$ cat config.mk
export PLATFORM = sky130hd
export DESIGN_NAME = sevenseg_scan_driver_flat
export DESIGN_NICKNAME = d
export VERILOG_FILES = /design/src/rtl/sevenseg_scan_driver_if.sv /design/src/rtl/sevenseg_scan_driver.sv /design/src/flat_wrapper.sv
export SDC_FILE = /design/constraint.sdc
export NUM_CORES = 1
export LEC_CHECK = 0
export ABC_CLOCK_PERIOD_IN_PS = 3030
export CAP_MARGIN = 15
export CORE_ASPECT_RATIO = 0.7
export CORE_MARGIN = 2
export CORE_UTILIZATION = 39
export CTS_BUF_LIST = sky130_fd_sc_hd__clkbuf_2
export CTS_CLUSTER_SIZE = 30
export DETAILED_ROUTE_END_ITERATION = 7
export DONT_BUFFER_PORTS = 1
export PLACE_DENSITY_LB_ADDON = 0.12
export SYNTH_ARGS = -nofsm -noshare
export SYNTH_HDL_FRONTEND = slang
export SYNTH_SLANG_ARGS = --single-unit
$ cat constraint.sdc
create_clock -name clk -period 3.03 [get_ports clk]
set_input_delay 0.7575 -clock clk [delete_from_list [all_inputs] [get_ports clk]]
set_output_delay 0.7575 -clock clk [all_outputs]
set_load 0.02 [all_outputs]
$ cat src/rtl/sevenseg_scan_driver_if.sv
// rtl/sevenseg_scan_driver_if.sv - digit inputs, display controls and scanned display outputs
interface sevenseg_scan_driver_if;
  logic [3:0] Tenths_Seconds;
  logic [3:0] Ones_Seconds;
  logic [3:0] Tens_Seconds;
  logic [3:0] Minutes;
  logic       blank_lz;
  logic       blink_en;
  logic [3:0] an;
  logic [6:0] seg;
  logic       dp;
  logic       frame_tick;

  modport master (
    output Tenths_Seconds, Ones_Seconds, Tens_Seconds, Minutes, blank_lz, blink_en,
    input  an, seg, dp, frame_tick
  );

  modport slave (
    input  Tenths_Seconds, Ones_Seconds, Tens_Seconds, Minutes, blank_lz, blink_en,
    output an, seg, dp, frame_tick
  );
endinterface

$ cat src/rtl/sevenseg_scan_driver.sv
// rtl/sevenseg_scan_driver.sv - 4-digit common-anode 7-segment scan driver with per-frame digit snapshot
module sevenseg_scan_driver #(
  parameter int REFRESH_DIV  = 2500,
  parameter int BLINK_FRAMES = 50
) (
  input  logic                   clk,
  input  logic                   reset,
  sevenseg_scan_driver_if.slave  bus
);

  localparam int PW = $clog2(REFRESH_DIV);
  localparam int BW = (BLINK_FRAMES > 1) ? $clog2(BLINK_FRAMES) : 1;
  localparam logic [PW-1:0] PRESC_LAST = PW'(REFRESH_DIV - 1);
  localparam logic [BW-1:0] BLINK_LAST = BW'(BLINK_FRAMES - 1);

  logic [PW-1:0]     presc;
  logic [1:0]        idx;
  logic              primed;
  logic [3:0][3:0]   snap;
  logic [BW-1:0]     blink_cnt;
  logic              phase;
  logic              frame_phase;

  logic [3:0]        an_q;
  logic [6:0]        seg_q;
  logic              dp_q;
  logic              tick_q;

  logic              step;
  logic [1:0]        next_idx;
  logic              frame_start;
  logic [3:0][3:0]   dig;
  logic [3:0]        sel_digit;
  logic              blank_pos;
  logic              phase_now;
  logic [3:0]        an_n;
  logic [6:0]        seg_n;
  logic              dp_n;

  function automatic logic [6:0] decode(input logic [3:0] d);
    case (d)
      4'd0:    return 7'h40;
      4'd1:    return 7'h79;
      4'd2:    return 7'h24;
      4'd3:    return 7'h30;
      4'd4:    return 7'h19;
      4'd5:    return 7'h12;
      4'd6:    return 7'h02;
      4'd7:    return 7'h78;
      4'd8:    return 7'h00;
      4'd9:    return 7'h10;
      default: return 7'h3F;
    endcase
  endfunction

  // The first edge after reset is an unconditional step onto index 0.
  always_comb begin
    step        = !primed || (presc == PRESC_LAST);
    next_idx    = primed ? (idx + 2'd1) : 2'd0;
    frame_start = step && (next_idx == 2'd0);

    dig = frame_start ? {bus.Minutes, bus.Tens_Seconds, bus.Ones_Seconds, bus.Tenths_Seconds}
                      : snap;
    sel_digit = dig[next_idx];

    blank_pos = bus.blank_lz &&
                (((next_idx == 2'd3) && (dig[3] == 4'd0)) ||
                 ((next_idx == 2'd2) && (dig[3] == 4'd0) && (dig[2] == 4'd0)));

    seg_n = blank_pos ? 7'h7F : decode(sel_digit);
    dp_n  = blank_pos ? 1'b1 : !((next_idx == 2'd1) || (next_idx == 2'd3));

    // The phase in force for a frame is the one held when that frame started.
    phase_now = frame_start ? phase : frame_phase;
    an_n      = (bus.blink_en && phase_now) ? 4'b1111 : ~(4'b0001 << next_idx);
  end

  always_ff @(posedge clk or posedge reset) begin
    if (reset) begin
      presc       <= '0;
      idx         <= 2'd0;
      primed      <= 1'b0;
      snap        <= '0;
      blink_cnt   <= '0;
      phase       <= 1'b0;
      frame_phase <= 1'b0;
      an_q        <= 4'b1111;
      seg_q       <= 7'h7F;
      dp_q        <= 1'b1;
      tick_q      <= 1'b0;
    end else begin
      tick_q <= frame_start;

      if (step) begin
        presc  <= '0;
        idx    <= next_idx;
        primed <= 1'b1;
        an_q   <= an_n;
        seg_q  <= seg_n;
        dp_q   <= dp_n;
      end else begin
        presc  <= presc + PW'(1);
      end

      if (frame_start) begin
        snap        <= dig;
        frame_phase <= phase;
      end

      if (!bus.blink_en) begin
        blink_cnt   <= '0;
        phase       <= 1'b0;
        frame_phase <= 1'b0;
      end else if (frame_start) begin
        if (blink_cnt == BLINK_LAST) begin
          blink_cnt <= '0;
          phase     <= !phase;
        end else begin
          blink_cnt <= blink_cnt + BW'(1);
        end
      end
    end
  end

  assign bus.an         = an_q;
  assign bus.seg        = seg_q;
  assign bus.dp         = dp_q;
  assign bus.frame_tick = tick_q;

endmodule

$ cat src/flat_wrapper.sv
// flat-port wrapper written by rule: the top's interface ports become plain ports
module sevenseg_scan_driver_flat 
#(
  parameter int REFRESH_DIV  = 2500,
  parameter int BLINK_FRAMES = 50
)
  (clk, reset, bus_Tenths_Seconds, bus_Ones_Seconds, bus_Tens_Seconds, bus_Minutes, bus_blank_lz, bus_blink_en, bus_an, bus_seg, bus_dp, bus_frame_tick);
  sevenseg_scan_driver_if bus_i ();
  input  logic clk;
  input  logic reset;
  input wire logic [$bits(bus_i.Tenths_Seconds)-1:0] bus_Tenths_Seconds;
  input wire logic [$bits(bus_i.Ones_Seconds)-1:0] bus_Ones_Seconds;
  input wire logic [$bits(bus_i.Tens_Seconds)-1:0] bus_Tens_Seconds;
  input wire logic [$bits(bus_i.Minutes)-1:0] bus_Minutes;
  input wire logic [$bits(bus_i.blank_lz)-1:0] bus_blank_lz;
  input wire logic [$bits(bus_i.blink_en)-1:0] bus_blink_en;
  output wire logic [$bits(bus_i.an)-1:0] bus_an;
  output wire logic [$bits(bus_i.seg)-1:0] bus_seg;
  output wire logic [$bits(bus_i.dp)-1:0] bus_dp;
  output wire logic [$bits(bus_i.frame_tick)-1:0] bus_frame_tick;
  assign bus_i.Tenths_Seconds = bus_Tenths_Seconds;
  assign bus_i.Ones_Seconds = bus_Ones_Seconds;
  assign bus_i.Tens_Seconds = bus_Tens_Seconds;
  assign bus_i.Minutes = bus_Minutes;
  assign bus_i.blank_lz = bus_blank_lz;
  assign bus_i.blink_en = bus_blink_en;
  assign bus_an = bus_i.an;
  assign bus_seg = bus_i.seg;
  assign bus_dp = bus_i.dp;
  assign bus_frame_tick = bus_i.frame_tick;
  sevenseg_scan_driver #(.REFRESH_DIV(REFRESH_DIV), .BLINK_FRAMES(BLINK_FRAMES)) u_core (.clk(clk), .reset(reset), .bus(bus_i));
endmodule
======== After elaboration in Yosys (flattened, before gate mapping) ========
Memory sizes are Yosys's and may differ from the RTL's.
Cells that the tools add are included.
word-level totals
  memories ................................ 1
  memory bits (read-only) ................. 112
  bits in latches ......................... 0
  word-level logic and storage cells ...... 60
  input port bits ......................... 20
  output and inout bits ................... 13
  flip-flop bits (word level) ............. 52
  bits in writable memories ............... 0
memories
  name              words  bits a word  rd ports  clocked after Yosys merged registers in  write ports  RTL line                    source
  (name not given)  16     7            1         0                                        0            sevenseg_scan_driver.sv:41  case (d)
operators by class
  equal/unequal tests ..................... 7
  magnitude comparators ................... 1
  multiplexer cells ....................... 16
  divide/modulo/power cells ............... 0
  bitwise logic cells ..................... 1
  reduce and logical (&&, ||, !) cells .... 16
  add/sub/neg operators ................... 3
  shift operators ......................... 1
  $mul .................................... 0
operator list
  operator               number
  $mux 6                 3
  $mux 16                1
  $add 12x1->12 const B  1
  $eq 12x12->1 const B   1
  $mux 12                1
  $bmux 4 s2             1
  $logic_not 4->1        2
  $mux 4                 2
  $mux 7                 1
  $add 6x1->6 const B    1
  $eq 6x6->1 const B     1
  $logic_and 1x1->1      6
  $mux 1                 6
  $eq 2x2->1 const B     2
  $ne 2x1->1 const B     2
  $not 4->4              1
  $shl 1x2->4 const A    1
  $logic_not 1->1        3
  $logic_or 1x1->1       3
  $lt 2x3->1 const B     1
  $add 2x1->2 const B    1
  $eq 2x1->1 const B     1
  $logic_not 2->1        1
  $mux 2                 1
  $reduce_and 2->1       1

======== Logic depth before layout (Yosys ltp) ========
Gate-level depths: netlist of run 1.
  word-level depth ........................ 11
  depth in mapped cells ................... 12
  mapped depth without buffers ............ 11

======== Worst setup path before layout of run 1 ========
No wires, ideal clock.
  kind .................................... register to register
  start point ............................. register u_core.presc[0]
  end point ............................... register u_core.seg_q[4] (netlist: u_core.bus.seg[4])
  clock period less this slack ............ 2531 ps
  slack ................................... 499 ps
  buffers on the path ..................... 1
  arrival ................................. 2469 ps
  data required time ...................... 2967 ps
  library setup time ...................... 63 ps
  stages on the path, launching flop included .. 12
  cell sequence ........................... dfrtp_1 > ha_1 > nor3b_2 > a41oi_4 > inv_2 > clkbuf_1 > nand2_1 > o21a_1 > ha_1 > nor2b_1 > o311ai_1 > o221a_1
between the ends
  longest elaborated chain between the ends .. 10
  elaborated cells on any way between the ends .. 15
  classes of those cells .................. 1 x eq/ne; 4 x mux; 9 x reduce/logical; 1 x memory
ends and longest elaborated chain
  element                                                               RTL line                     source
  start, declared                                                       sevenseg_scan_driver.sv:16   logic [PW-1:0] presc;
  start signal, assigned                                                sevenseg_scan_driver.sv:102  presc <= presc + PW'(1);
  $eq 12x12->1 (*)                                                      sevenseg_scan_driver.sv:58   step = !primed || (presc == PRESC_LAST);
  $logic_or 1x1->1 (*)                                                  sevenseg_scan_driver.sv:58
  parallel branches: the longest is 8 deep, another holds $mem_v2 16x7  n/a
  end signal, assigned                                                  sevenseg_scan_driver.sv:99   seg_q <= seg_n;
  end, declared                                                         sevenseg_scan_driver.sv:25   logic [6:0] seg_q;
Every way passes the cells marked *. The select of a mux whose other input is x is not followed.
A chain may end at the register's enable or synchronous reset.

======== Worst setup path in the final report of run 1 ========
Same ends and word-level chain as after synthesis.

==> results_dict.tcl, run 1 <==
set metrics [dict create \
    tritoncts "yes" \
    period_share_pct 87.1 \
    clk_pin_slew_worst_paths_ps 290 \
    grt_pass1_wl_um 10200 \
    period_minus_slack_ps 2640 \
    drt-vias-per-instance 5.02 \
    slew_violations 0 \
    fin_area_um2 2920 \
    fmax_mhz 379 \
    synth-compound-area-share_pct 14.3 \
    crit_chain "ha_1 > nor3b_2 > nand3_1 > a31oi_1 > o21a_1 > inv_2 > ha_1 > nor2b_1 > o311ai_1 > o221a_1" \
    die_width_um 104 \
    cts_setup_buffers 0 \
    ys_seq_area_share_pct 48.4 \
    rsz0062_at_grt "false" \
    htreeDepth 2 \
    syn_nets 320 \
    outcome "finished, final reports clean" \
    vdd_drop_max_v 0.000204 \
    hp-class "input pin to asynchronous set/reset pin" \
    vias 1947 \
    cts.repair.resized 0 \
    routed_wl_um 5790 \
    critPathLaunchType "flip-flop" \
    grt_max_degree 33 \
    p_total_mw 1.32 \
    synthCells 291 \
    initial_core_util_pct 40.2 \
    dr.pass1.iters 4 \
    placed_area_um2 2860 \
    synth_mux_area_share_pct 1.89 \
    layout.cells.non_filler 388 \
    syn_to_final_growth_pct 7.50 \
    fillerInstances 667 \
    syn_area_per_cell_um2 9.34 \
    synthXorXnorAreaFrac_pct 4.19 \
    maxSlewHeadroom_pct 50.7 \
    setup_tns_ps 0 \
    leakagePower_nw 1.30 \
    slowest_delay_ps 440 \
    dp_hpwl_um 4190 \
    numCtsBuffers 5 \
    drc 0 \
    drt_iter0_drc 62 \
    critical_path_required_ps 3460 \
    overflow 0 \
    drive_gt1_share_pct 12.6 \
    yosysWarnings 0 \
    clock_path_buffers 2 \
    setup_slack_ps 390 \
    powerDensity_nw_per_um2 450 \
    routabilityCongestion 0.791 \
    fin_worst_skew_ps 47.1 \
    grt_pass1_vias 1969 \
    crit_type "flip-flop to flip-flop" \
    ys_seq_elements 52 \
    synth-edff-count 0 \
    cpMostUsedCell "ha_1" \
    design.die.area_um2 7670 \
    critPathSlowestCell "dfrtp_1" \
    pin_count 33 \
    grt_antenna_before_repair 0 \
    drtAntennaViolNets 0 \
    die_y_um 73.9 \
    clk_latency_ps 450 \
    root_buffer "clkbuf_2" \
    core_region_area_um2 6760 \
    track_usage_pct 16.9 \
    nets 322 \
    rows 25 \
    final_util_pct 43.3 \
    yosys.area_share.simple_pct 23.9 \
    synth_top_family_by_area "simple AND/OR/NAND/NOR gates" \
    dp.cells 380 \
    wire_per_inst_um 14.9 \
    finalSetupViolations 0 \
    crit_path_max_fanout 5 \
    antenna_cells 0 \
    max_cap_violations 0 \
    numPortBuffers 0 \
    cts_hold_buf 0 \
    ys.flop_type "dfrtp_1" \
    cp_data_arrival_time_ps 3070 \
    ys_types 51 \
    synth-adder-area-share_pct 4.14 \
    syn_area_um2 2720 \
    hold_viol_final 0 \
    async_reset_ff_share_pct 100 \
    fin_hold_ws_ps 172 \
    tightest_slew_ps 739 \
    clock_sinks 52 \
    end_kind "flip-flop" \
    post-place-ws_ps 417 \
]
-- layout by cell type (no fill, tap or decap), types with 3 or more instances in the layout --
cell type / instances
mux2i_1: 4
inv_2: 4
dfrtp_1: 40
o21a_1: 3
o21ai_0: 7
o21ai_1: 4
nand2_1: 60
a31oi_1: 5
nand4_1: 3
clkbuf_2: 5
ha_1: 9
a21oi_1: 11
a21boi_1: 4
and3_1: 8
o22ai_1: 4
buf_4: 6
xor2_1: 7
dfstp_2: 12
nand2b_1: 3
xnor2_1: 6
nor2_1: 28
nand3_1: 10
nor3_1: 5
inv_1: 6
nor2b_1: 6
-- metal layers --
metal  routed length (um)  GRT usage [%]  up-vias
met1                 3180           25.2      896
met4                   27           4.05        0
met3                  303           3.99        2
li1                     -              -     1011
met2                 2270           24.7       38
met5                    0              0        -
-- kinds of logic (layout without fill, tap and decap cells) --
| logic type | count (synthesis) | count (layout) |
|---|---|---|
| xor gates and xnor gates | 13 | 13 |
| DFF | 52 | 52 |
| and+or+nand+nor | 136 | 136 |
| buffers and inverters | 22 | 25 |
| other | 1 | 1 |
| muxes | 5 | 5 |
| AOI/OAI and AO/OA | 53 | 53 |
| adders and majority gates | 9 | 9 |
-- final timing paths --
path / from / endpoint / slack [ps] / depth (start not counted)
min reg2reg: u_core.presc[0] / u_core.presc[0] / 500 / 1
min in group clk: bus_Tenths_Seconds[2] / u_core.snap[2] / 370 / 2
max in group asynchronous: reset / u_core.bus.dp / 2180 / 2
min: reset / u_core.snap[3] / 170 / 1
max: u_core.presc[0] / u_core.bus.seg[4] / 390 / 10
max reg2reg: u_core.presc[0] / u_core.bus.seg[4] / 390 / 10
-- sequential cells by signal (all words and copies together), names as in the netlist --
register               count
u_core.snap               16
u_core.presc              12
u_core.primed              1
u_core.bus.an              4
u_core.frame_phase         1
u_core.phase               1
u_core.idx                 2
u_core.bus.frame_tick      1
u_core.bus.seg             7
u_core.bus.dp              1
u_core.blink_cnt           6
-- critical path: cells and delay by family (launching register included) --
kind                     cells  cell delay, ps
AO/OA/AOI/OAI                4            1070
flip-flops                   1             440
buffers and inverters        1              70
adder cells (fa/ha/maj)      2             420
AND/OR/NAND/NOR              3             660
-- report_power, final --
part | total (mW) | switching, mW | internal, mW
clock | 0.360 | 0.222 | 0.137
sequential | 0.802 | 0.0523 | 0.750
combinational | 0.153 | 0.0939 | 0.0594
-- Yosys cell counts, drive strengths merged, types with 2 or more instances --
cell type | instances | area share (%)
clkbuf | 10 | 1.4
inv | 10 | 1.4
xnor2 | 6 | 1.9
nor3b | 2 | 0.74
and3 | 8 | 1.8
and2 | 2 | 0.46
nor4 | 2 | 0.46
dfrtp | 40 | 37
or4 | 2 | 0.55
mux2i | 4 | 1.5
ha | 9 | 4.1
o22ai | 4 | 0.92
nor3 | 5 | 0.92
nor2 | 28 | 3.9
xor2 | 7 | 2.3
a31oi | 5 | 1.2
o21ai | 11 | 2.0
nand2 | 60 | 8.3
nand4 | 3 | 0.69
nand2b | 3 | 0.69
a21boi | 4 | 1.1
nand3 | 10 | 1.8
a21oi | 11 | 2.0
nor2b | 6 | 1.4
buf | 2 | 0.32
dfstp | 12 | 12
a221oi | 2 | 1.3
o2bb2ai | 2 | 0.64
o21a | 3 | 0.83
a22oi | 2 | 0.55
-- layout make-up --
type                            instances  area [um2]  area share [%]
Sequential cell                        52        1320            45.0
Clock inverter                          3        42.5            1.46
Multi-Input combinational cell        217        1320            45.1
Timing Repair Buffer                    7        65.1            2.23
Inverter                               10        37.5            1.28
Tap cell                               94         118            4.02
Clock buffer                            5        25.0           0.856
Note: power is estimated with default switching activity, not from simulation.
==> inputs of run 2 (changes only) <==
Settings changed: CORE_UTILIZATION 39 to 55, SKIP_CTS_REPAIR_TIMING set to 1.
==> run 2 against run 1 <==
Non-clock buffer count did not move. Maximum frequency rose by 0.32%. Global-route usage rose by 4.5 points. Die area fell by 28%. Core utilization rose by 16 points.
==> results_dict.tcl, run 2 (synthesis gave the netlist of run 1 again) <==
set metrics [dict create \
    tightest_slew_ps 930 \
    dp_hpwl_um 3880 \
    htreeDepth 2 \
    grt_max_degree 47 \
    finalSetupViolations 0 \
    cp_data_arrival_time_ps 3050 \
    layout.cells.non_filler 363 \
    drt-vias-per-instance 5.58 \
    leakagePower_nw 1.29 \
    numPortBuffers 0 \
    cp-startpoint "u_core.presc[0]" \
    fillerInstances 429 \
    drt_iter0_drc 150 \
    clk_pin_slew_worst_paths_ps 240 \
    slew_violations 0 \
    design.die.area_um2 5530 \
    numCtsBuffers 5 \
    track_usage_pct 21.4 \
    clock_sinks 52 \
    period_share_pct 86.9 \
    overflow 0 \
    routed_wl_um 5460 \
    crit_path_max_fanout 5 \
    crit_type "flip-flop to flip-flop" \
    fmax_mhz 380 \
    critical_path_required_ps 3440 \
    grt_pass1_wl_um 9100 \
    antenna_cells 0 \
    setup_tns_ps 0 \
    pin_count 33 \
    layout_commonest_cell "nand2_1" \
    drc 0 \
    grt_antenna_before_repair 0 \
    drtAntennaViolNets 0 \
    outcome "finished, final reports clean" \
    root_buffer "clkbuf_2" \
    placed_area_um2 2810 \
    layout_common_cells "nand2_1, dfrtp_1, nor2_1" \
    dp.cells 355 \
    maxSlewHeadroom_pct 37.9 \
    rsz0062_at_grt "false" \
    cpMostUsedCell "ha_1" \
    period_minus_slack_ps 2630 \
    tritoncts "yes" \
    critical_path.top_delay_family "compound AO/OA/AOI/OAI gates" \
    powerDensity_nw_per_um2 431 \
    end_kind "flip-flop" \
    regToRegEndpoint "u_core.bus.seg[4]" \
    reg2reg_depth 10 \
    die_y_um 62.8 \
    drive_gt1_share_pct 12.2 \
    die_width_um 88.0 \
    path_buf_inv 1 \
    vias 2027 \
    reg2reg_from "u_core.presc[0]" \
    routabilityCongestion 0.863 \
    reg2reg_slack_ps 400 \
    nets 322 \
    syn_to_final_growth_pct 4.83 \
    hp-class "input pin to asynchronous set/reset pin" \
    critPathSlowestCell "dfrtp_1" \
    grt_pass1_vias 1856 \
    clock_path_buffers 2 \
    rows 21 \
    largest_reg_flops 16 \
    hold_viol_final 0 \
    fin_worst_skew_ps 7.18 \
    clk_latency_ps 440 \
    slowest_delay_ps 440 \
    crit_chain "ha_1 > nor3b_2 > nand3_1 > a31oi_1 > o21a_1 > inv_2 > ha_1 > nor2b_1 > o311ai_1 > o221a_1" \
    critPathLaunchType "flip-flop" \
    fin_area_um2 2850 \
    initial_core_util_pct 56.9 \
    largest_register "u_core.snap" \
    vdd_drop_max_v 0.000279 \
    dr.pass1.iters 4 \
    wire_per_inst_um 15.0 \
    core_region_area_um2 4780 \
    max_cap_violations 0 \
]
run 2: worst max-delay path by stage:
stage,endpoint,slack [ps],cells past startpoint
3_3_place_gp,u_core.bus.seg[4],610,10
6_report,u_core.bus.seg[4],400,10
5_1_grt,u_core.bus.seg[4],220,10
2_1_floorplan,u_core.bus.seg[4],500,11
3_5_place_dp,u_core.bus.seg[4],470,10
4_1_cts,u_core.bus.seg[4],430,10
run 2: routing by layer:
metal / routed length, um / part of all wire [%] / global-route usage (%)
met4: 65 / 1.2 / 7.20
met1: 2840 / 52 / 34.3
met2: 2210 / 41 / 28.0
met3: 344 / 6.3 / 5.02
met5: 0 / 0 / 0
run 2: stage by stage:
step	total power [mW]	setup WS [ps]	hold WS, ps	utilization [%]
detailed placement	0.965	468	460	58.8
global route	1.30	220	359	59.6
CTS	1.24	428	371	59.6
global placement	0.961	606	452	58.8
finish	1.23	398	357	59.6
floorplan	0.922	499	432	-
run 2: worst reg2reg max path, delay by kind of cell (launching register included):
family | cells | cell delay [ps]
AO/OA/AOI/OAI | 4 | 1010
AND/OR/NAND/NOR | 3 | 680
flip-flops | 1 | 440
adder cells (fa/ha/maj) | 2 | 420
buffers and inverters | 1 | 70
run 2: cell type report:
cell class	count	area (um2)	share of cell area, %
clock inverters	1	3.75	0.132
multi-input cells	217	1320	46.3
clock buffers	7	35.0	1.23
well taps	69	86.3	3.03
inverters	10	37.5	1.32
repair buffers	7	52.6	1.84
flip-flops and latches	52	1320	46.2
run 2: power by group:
part	switching, mW	internal, mW	leakage, nW
combinational	0.0932	0.0575	0.614
clock	0.215	0.0616	0.0306
sequential	0.0515	0.749	0.647
total	0.360	0.868	1.29
